$ cat src/rtl/v_multaddsub_arbiter.sv
// v_multaddsub_arbiter: four-way round-robin arbiter feeding a shared
// pipelined multiply-add/subtract unit (res = c +/- a*b).
// Each grant enters stage 1 and reaches the output register two edges later.
// The result carries the requester ID, so results leave in grant order.
module v_multaddsub_arbiter #(
  parameter int WIDTH = 8
) (
  input  logic               clk,
  input  logic               rst_n,
  input  logic [3:0]         req,
  input  logic [4*WIDTH-1:0] a_in,
  input  logic [4*WIDTH-1:0] b_in,
  input  logic [4*WIDTH-1:0] c_in,
  input  logic [3:0]         add_sub,
  output logic [3:0]         gnt,
  output logic               res_valid,
  output logic [1:0]         res_id,
  output logic [2*WIDTH-1:0] res
);

  // One operand register level. It holds the operands, the operation and the owner tag.
  typedef struct packed {
    logic             v;
    logic [1:0]       id;
    logic             add_sub;
    logic [WIDTH-1:0] a;
    logic [WIDTH-1:0] b;
    logic [WIDTH-1:0] c;
  } stage_t;

  logic [1:0]         ptr_q, ptr_d;
  logic [3:0]         gnt_q, gnt_d;
  stage_t             s1_q, s1_d;
  stage_t             s2_q, s2_d;
  logic [2*WIDTH-1:0] res_q, res_d;
  logic [1:0]         res_id_q, res_id_d;
  logic               res_valid_q, res_valid_d;

  logic [3:0]         eligible;
  logic               found;
  logic [1:0]         win;
  logic [2*WIDTH-1:0] prod;
  logic [2*WIDTH-1:0] c_ext;
  logic [2*WIDTH-1:0] sum;

  // Round-robin search from ptr, skipping requesters that are being granted this cycle
  always_comb begin
    // NOTE: every combinational output gets a default first so no path leaves it unassigned (no latch).
    eligible = req & ~gnt_q;
    found    = 1'b0;
    win      = ptr_q;
    for (int k = 0; k < 4; k++) begin
      if (!found && eligible[ptr_q + 2'(k)]) begin
        found = 1'b1;
        win   = ptr_q + 2'(k);
      end
    end
  end

  // Grant, pointer and stage-1 capture of the winner's operand slice
  always_comb begin
    gnt_d = 4'b0000;
    ptr_d = ptr_q;
    s1_d  = s1_q;
    s1_d.v = 1'b0;
    if (found) begin
      gnt_d         = 4'b0001 << win;
      ptr_d         = win + 2'd1;
      s1_d.v        = 1'b1;
      s1_d.id       = win;
      s1_d.add_sub  = add_sub[win];
      s1_d.a        = a_in[win*WIDTH +: WIDTH];
      s1_d.b        = b_in[win*WIDTH +: WIDTH];
      s1_d.c        = c_in[win*WIDTH +: WIDTH];
    end
  end

  // Stage 2 is a plain copy of stage 1. It is the second operand register level.
  always_comb begin
    s2_d = s1_q;
  end

  // Unsigned multiply, then add or subtract against zero-extended C, modulo 2^(2*WIDTH)
  always_comb begin
    prod  = {{WIDTH{1'b0}}, s2_q.a} * {{WIDTH{1'b0}}, s2_q.b};
    c_ext = {{WIDTH{1'b0}}, s2_q.c};
    sum   = s2_q.add_sub ? (c_ext + prod) : (c_ext - prod);
  end

  // Output register updates data only on valid, so res/res_id hold between strobes
  always_comb begin
    res_valid_d = s2_q.v;
    res_d       = res_q;
    res_id_d    = res_id_q;
    if (s2_q.v) begin
      res_d    = sum;
      res_id_d = s2_q.id;
    end
  end

  // State registers: all flops, including the pipeline data, clear on reset
  always_ff @(posedge clk or negedge rst_n) begin
    if (!rst_n) begin
      // NOTE: data registers are reset too, so res reads 0 out of reset and stale operands never leak.
      ptr_q       <= 2'd0;
      gnt_q       <= 4'b0000;
      s1_q        <= '0;
      s2_q        <= '0;
      res_q       <= '0;
      res_id_q    <= 2'd0;
      res_valid_q <= 1'b0;
    end else begin
      // NOTE: non-blocking assignments let every flop sample the pre-edge values of the others.
      ptr_q       <= ptr_d;
      gnt_q       <= gnt_d;
      s1_q        <= s1_d;
      s2_q        <= s2_d;
      res_q       <= res_d;
      res_id_q    <= res_id_d;
      res_valid_q <= res_valid_d;
    end
  end

  assign gnt       = gnt_q;
  assign res_valid = res_valid_q;
  assign res_id    = res_id_q;
  assign res       = res_q;

endmodule

$ cat config.mk
export PLATFORM = sky130hd
export DESIGN_NAME = v_multaddsub_arbiter
export DESIGN_NICKNAME = d
export VERILOG_FILES = /design/src/rtl/v_multaddsub_arbiter.sv
export SDC_FILE = /design/constraint.sdc
export NUM_CORES = 1
export LEC_CHECK = 0
export ABC_CLOCK_PERIOD_IN_PS = 5390
export BUFFER_PORTS_ARGS = -buffer_cell sky130_fd_sc_hd__buf_2
export CORE_ASPECT_RATIO = 1.4
export CORE_MARGIN = 2
export CORE_UTILIZATION = 35
export DETAILED_ROUTE_END_ITERATION = 8
export HOLD_SLACK_MARGIN = 0.02
export PLACE_DENSITY_LB_ADDON = 0.08
export SLEW_MARGIN = 20
export SYNTH_ARGS = -nofsm -noshare
export SYNTH_HDL_FRONTEND = slang
export SYNTH_SLANG_ARGS = --single-unit
$ cat constraint.sdc
create_clock -name clk -period 5.39 [get_ports clk]
set_clock_uncertainty 0.2 [all_clocks]
set_input_delay 0.539 -clock clk [delete_from_list [all_inputs] [get_ports clk]]
set_output_delay 0.539 -clock clk [all_outputs]
set_load 0.02 [all_outputs]
==> flow_metrics.env, run 1 <==
export IMPL_outcome="finished, violations left"
export IMPL_violations="setup timing"
export IMPL_cpLargestDelayFamily="adder cells"
export IMPL_cts_buffers=9
export IMPL_clk_pin_slew_ps=70
export IMPL_slowest_stage="fa_1"
export IMPL_reg2reg_from="s2_q[17]$_DFF_PN0_"
export IMPL_wl_per_cell_um=13.5
export IMPL_ys_seq_area_frac=0.306
export IMPL_yosys_area_share_adder=0.204
export IMPL_grt_first_pass_wirelength_mm=28.4
export IMPL_crit_buf_inv=4
export IMPL_ys_ff_latch=81
export IMPL_track_usage=0.172
export IMPL_rsz0062_at_grt="true"
export IMPL_place_gp_congestion=0.814
export IMPL_final_cell_mix="nand2_1 (175), buf_2 (127), buf_4 (92)"
export IMPL_h_tree_depth=3
export IMPL_synth_top_family_by_area="simple AND/OR/NAND/NOR gates"
export IMPL_fmax_ghz=0.179
export IMPL_min_period_ps=5600
export IMPL_synth_simple_area_share=0.225
export IMPL_dp_hpwl_mm=13.5
export IMPL_num_antenna_cells=0
export IMPL_setup_ws_ps=-206
export IMPL_avgViaCountPerCell=4.77
export IMPL_endpoint_kind="flop"
export IMPL_slew_viol_final=0
export IMPL_yosysTopAreaCell="dfrtp_1"
export IMPL_die_x_um=120
export IMPL_area_growth_synth_to_final_pct=34.9
export IMPL_die_area_um2=20100
export IMPL_num_io_pins=129
export IMPL_clock_sinks=81
export IMPL_cts_root_buf="clkbuf_16"
export IMPL_utilization=0.480
export IMPL_dr_pass1_iters=5
export IMPL_final_common_cell="nand2_1"
export IMPL_syn_num_nets=963
export IMPL_worstMarginPinSlew_ps=811
export IMPL_vias=5867
export IMPL_wl_met3_um=561
export IMPL_coreArea_um2=18600
export IMPL_cts_tree="yes"
export IMPL_crit_chain="and2_4 -> fa_1 -> fa_1 -> fa_1 -> inv_1 -> fa_1 -> inv_2 -> ha_4 -> buf_6 -> a221o_1 -> o41a_1 -> a211oi_2 -> buf_4 -> a41oi_4 -> xnor2_2 -> nand3_2 -> or4_1 -> a31oi_1"
export IMPL_top_layer="met4"
export IMPL_crit_start="s2_q[17]$_DFF_PN0_"
export IMPL_grt_max_degree=67
export IMPL_relSlewSlack=0.460
export IMPL_worstSkewPairLatency_ps=340
export IMPL_crit_path_max_fanout=5
export IMPL_ys_types=66
export IMPL_min_period_over_period=1.04
export IMPL_ys_warn_count=0
export IMPL_async_flop_share=1.00
export IMPL_drt_iter0_drc=228
export IMPL_post_place_ws_ps=-522
export IMPL_synth_top_cell_area_share=0.306
export IMPL_synth_edff_count=0
export IMPL_synthTopCellsByArea="dfrtp_1 (31%), fa_1 (11%), nand2_1 (10%)"
export IMPL_initial_core_util=0.356
export IMPL_num_rows=59
export IMPL_fin_nets=1172
export IMPL_cts_max_path_buffers=2
export IMPL_antenna_left=0
export IMPL_hold_path_class="reg2reg"
export IMPL_start_kind="flop"
export IMPL_critical_path_class="reg2reg"
export IMPL_grt_pass1_vias=6211
export IMPL_dr_wl_met2_mm=8.76
export IMPL_whs_ps=154
export IMPL_cpMostUsedCell="fa_1"
export IMPL_netlist_instances=771
export IMPL_die_h_um=167
export IMPL_wl_met1_mm=6.97
export IMPL_synth_compound_gate_area_share=0.142
export IMPL_crit_arrival_ps=5650
export IMPL_max_cap_viol_count=0
export IMPL_gr_total_overflow=0
export IMPL_drive_above_1_share=0.340
export IMPL_place_port_buffers=128
export IMPL_slowest_delay_ps=560
export IMPL_hold_viol=0
export IMPL_min_from="s1_q[27]$_DFF_PN0_"
export IMPL_worstPathRequired_ps=5450
export IMPL_avgSynthCellArea_um2=8.59
export IMPL_syn_cell_area_um2=6620
export IMPL_antenna_found_initial=0
export IMPL_synth_xor_area_frac=0.0370
export IMPL_wirelength_mm=16.6
export IMPL_synth_mux_area_frac=0.0270
export IMPL_setup_violations=3
export IMPL_ys_flop_type="dfrtp_1"
export IMPL_drc=0
synth_stat cells (all sizes together), types with 15 or more instances:
master  count
nand2     178
and2       56
clkbuf     25
dfrtp      81
ha         49
xnor2      20
nand3      30
mux2       15
inv        66
o21ai      66
fa         37
nor2       25
a21oi      21
through the flow:
step,cell area (um^2),setup TNS (ps),cells
2_1_floorplan,6670,-428,771
3_3_place_gp,8130,-1890,1200
3_5_place_dp,8130,-2370,1200
4_1_cts,8670,-794,1224
5_1_grt,8930,-1400,1229
6_report,8930,-430,1229
worst register-to-register path: cells and delay by family, from the launching register on:
kind                       cells  cell delay [ps]
adders and majority gates      5             2200
AOI/OAI and AO/OA              5             1270
and+or+nand+nor                3              780
DFF                            1              440
buffers and inverters          4              390
xor gates and xnor gates       1              240
state kept, by name, indices dropped and copies added (netlist names):
register	cells
gnt	4
s2_q	19
res	16
res_id	2
res_valid	1
res_valid_d	1
c_ext	8
s1_q	28
ptr_q	2
repair_timing:
action,CTS,global route
endpoints found under the hold margin,15,0
hold buffers,1,0
pin swaps,33,32
gates cloned,0,0
endpoints found under the setup margin,7,8
setup buffers,7,4
resized for setup,36,45
path summary, 6_finish.rpt:
path	end	slack [ps]	cells after the start
setup / recovery	res[15]$_DFFE_PN0P_	-210	18
min in group asynchronous	res[15]$_DFFE_PN0P_	400	2
hold / removal	res_valid_d$_DFF_PN0_	150	0
setup reg to reg	res[15]$_DFFE_PN0P_	-210	18
max in group asynchronous	s2_q[21]$_DFF_PN0_	3480	3
hold reg to reg	res_valid_d$_DFF_PN0_	150	0
logic make-up after synthesis:
logic type	Yosys count
compound gates	142
xor+xnor	28
fa+ha+maj	86
buf+inv	95
flops	81
mux	16
simple gates	323
metal layers:
metal / vias up / global-route usage
li1: 2980 / -
met5: - / 0
met3: 16 / 0.0178
met2: 144 / 0.325
met1: 2727 / 0.202
met4: 0 / 0.0490
layout make-up:
type	instances	area [um^2]
repair buffers	226	1410
inverters	67	251
fillers	1872	9670
clock inverters	7	133
flip-flops and latches	81	2040
clock buffers	9	225
well taps	244	305
multi-input cells	595	4570
Power of run 1 is not shown: default switching activity piles up to over one toggle a cycle in this logic, so the estimate is an artifact.
==> run 2, diff against run 1 <==
--- a/config.mk
+++ b/config.mk
@@ -7,7 +7,6 @@
 export LEC_CHECK = 0
 export ABC_CLOCK_PERIOD_IN_PS = 5390
 export BUFFER_PORTS_ARGS = -buffer_cell sky130_fd_sc_hd__buf_2
-export CORE_ASPECT_RATIO = 1.4
 export CORE_MARGIN = 2
 export CORE_UTILIZATION = 35
 export DETAILED_ROUTE_END_ITERATION = 8
==> run 2 against run 1 <==
Effect of this change:
- clock-buffer cell count did not move
- critical path type unchanged
- fmax shrank 2.1%
- sequential share of layout area shrank 0.17 points
- die area about the same
- highest routed layer unchanged
- final cell count down 0.81%
- cell area increased by 0.56%
- sequential cell count stayed put
- global-route usage is 0.12 points lower
- critical endpoint unchanged
- via count decreased by 0.89%
- the flow still finishes with violations (setup timing)
==> flow_metrics.env, run 2 (synthesis gave the netlist of run 1 again) <==
export IMPL_max_cap_viol_count=0
export IMPL_worstPathRequired_ps=5450
export IMPL_relSlewSlack=0.414
export IMPL_clk_pin_slew_ps=70
export IMPL_crit_buf_inv=5
export IMPL_vias=5815
export IMPL_cts_root_buf="clkbuf_16"
export IMPL_avgViaCountPerCell=4.77
export IMPL_crit_start="s2_q[21]$_DFF_PN0_"
export IMPL_cpLargestDelayFamily="adder cells"
export IMPL_dp_hpwl_mm=13.5
export IMPL_place_port_buffers=128
export IMPL_final_common_cell="nand2_1"
export IMPL_coreArea_um2=18600
export IMPL_post_place_ws_ps=-513
export IMPL_worstSkewPairLatency_ps=340
export IMPL_cp_depth=20
export IMPL_initial_core_util=0.355
export IMPL_rsz0062_at_grt="true"
export IMPL_drive_above_1_share=0.347
export IMPL_cts_buffers=9
export IMPL_slowest_delay_ps=540
export IMPL_fillers=1812
export IMPL_grt_first_pass_wirelength_mm=27.8
export IMPL_dr_pass1_iters=5
export IMPL_wl_per_cell_um=13.7
export IMPL_min_period_over_period=1.06
export IMPL_critical_path_class="reg2reg"
export IMPL_fmax_ghz=0.175
export IMPL_track_usage=0.171
export IMPL_num_io_pins=129
export IMPL_die_area_um2=20000
export IMPL_outcome="finished, violations left"
export IMPL_place_gp_congestion=0.871
export IMPL_antenna_left=0
export IMPL_crit_arrival_ps=5780
export IMPL_reg2reg_from="s2_q[21]$_DFF_PN0_"
export IMPL_hold_path_class="reg2reg"
export IMPL_crit_path_max_fanout=3
export IMPL_min_path_cells=0
export IMPL_setup_violations=4
export IMPL_hold_viol=0
export IMPL_worstSetupEndpoint="res[15]$_DFFE_PN0P_"
export IMPL_num_rows=50
export IMPL_final_cell_mix="nand2_1 (175), buf_2 (127), buf_4 (82)"
export IMPL_start_kind="flop"
export IMPL_endpoint_kind="flop"
export IMPL_drt_iter0_drc=190
export IMPL_setup_ws_ps=-326
export IMPL_fin_setup_tns_ps=-759
export IMPL_violations="setup timing"
export IMPL_wirelength_mm=16.7
export IMPL_r2r_end="res[15]$_DFFE_PN0P_"
export IMPL_ff2ff_setup_slack_ps=-330
export IMPL_regMostFlops="s1_q"
export IMPL_die_h_um=142
export IMPL_gr_total_overflow=0
export IMPL_grt_pass1_vias=5971
export IMPL_die_x_um=142
export IMPL_antenna_found_initial=0
export IMPL_r2r_cells=20
export IMPL_crit_chain="buf_6 -> and2_4 -> fa_1 -> fa_1 -> fa_1 -> inv_2 -> fa_1 -> inv_2 -> ha_4 -> and3_4 -> a221o_1 -> buf_6 -> o311ai_4 -> mux2i_2 -> a2111oi_4 -> buf_4 -> xnor2_4 -> nand3_2 -> or4_1 -> a31oi_1"
export IMPL_grt_max_degree=72
export IMPL_slew_viol_final=0
export IMPL_h_tree_depth=3
export IMPL_cts_tree="yes"
export IMPL_worstMarginPinSlew_ps=879
export IMPL_clock_sinks=81
export IMPL_num_antenna_cells=0
export IMPL_cpMostUsedCell="fa_1"
export IMPL_fin_nets=1172
export IMPL_area_growth_synth_to_final_pct=35.7
export IMPL_slowest_stage="fa_1"
export IMPL_min_period_ps=5720
export IMPL_min_from="s1_q[27]$_DFF_PN0_"
export IMPL_largest_reg_flops=28
export IMPL_drc=0
export IMPL_cts_max_path_buffers=2
-- run 2: cell types whose count changed in the layout (fill, tap and decap cells not counted), sizes merged --
cell    change
bufinv      -1
inv         +1
-- run 2: cell type report --
type                    count  area [um^2]  share of cell area
multi-input cells         595         4620               0.514
flip-flops and latches     81         2030               0.226
inverters                  67          254              0.0283
clock buffers               9          225              0.0251
clock inverters             7          106              0.0118
well taps                 234          293              0.0326
repair buffers            226         1450               0.162
-- run 2: timing repair --
action | 4_1_cts | 5_1_grt
pin swaps | 13 | 58
resized for setup | 18 | 84
endpoints found under the setup margin | 7 | 8
endpoints found under the hold margin | 10 | 0
hold buffers | 1 | 0
buffers inserted | 4 | 19
-- run 2: metrics by stage --
step,instances,utilization,hold slack [ps],area (um^2)
after global routing,1219,0.482,172,8980
after floorplan,771,-,43.4,6670
after global placement,1181,0.432,136,8050
final,1219,0.482,151,8980
after CTS,1202,0.455,155,8480
after detailed placement,1181,0.432,139,8050
-- run 2: worst min-delay path by stage --
stage	endpoint
final	res_valid_d$_DFF_PN0_
after global routing	res_valid_d$_DFF_PN0_
after CTS	res_valid_d$_DFF_PN0_
after detailed placement	res_valid_d$_DFF_PN0_
after global placement	res_valid_d$_DFF_PN0_
after floorplan	c_ext[0]$_DFF_PN0_
-- run 2: layer usage --
metal | global-route usage | vias to the layer above | wire (um)
met4 | 0.0505 | 0 | 239
met2 | 0.292 | 159 | 8020
met1 | 0.224 | 2670 | 7890
met3 | 0.0253 | 15 | 591
li1 | - | 2971 | -
met5 | 0 | - | 0
Power of run 2 is left out for the same reason.
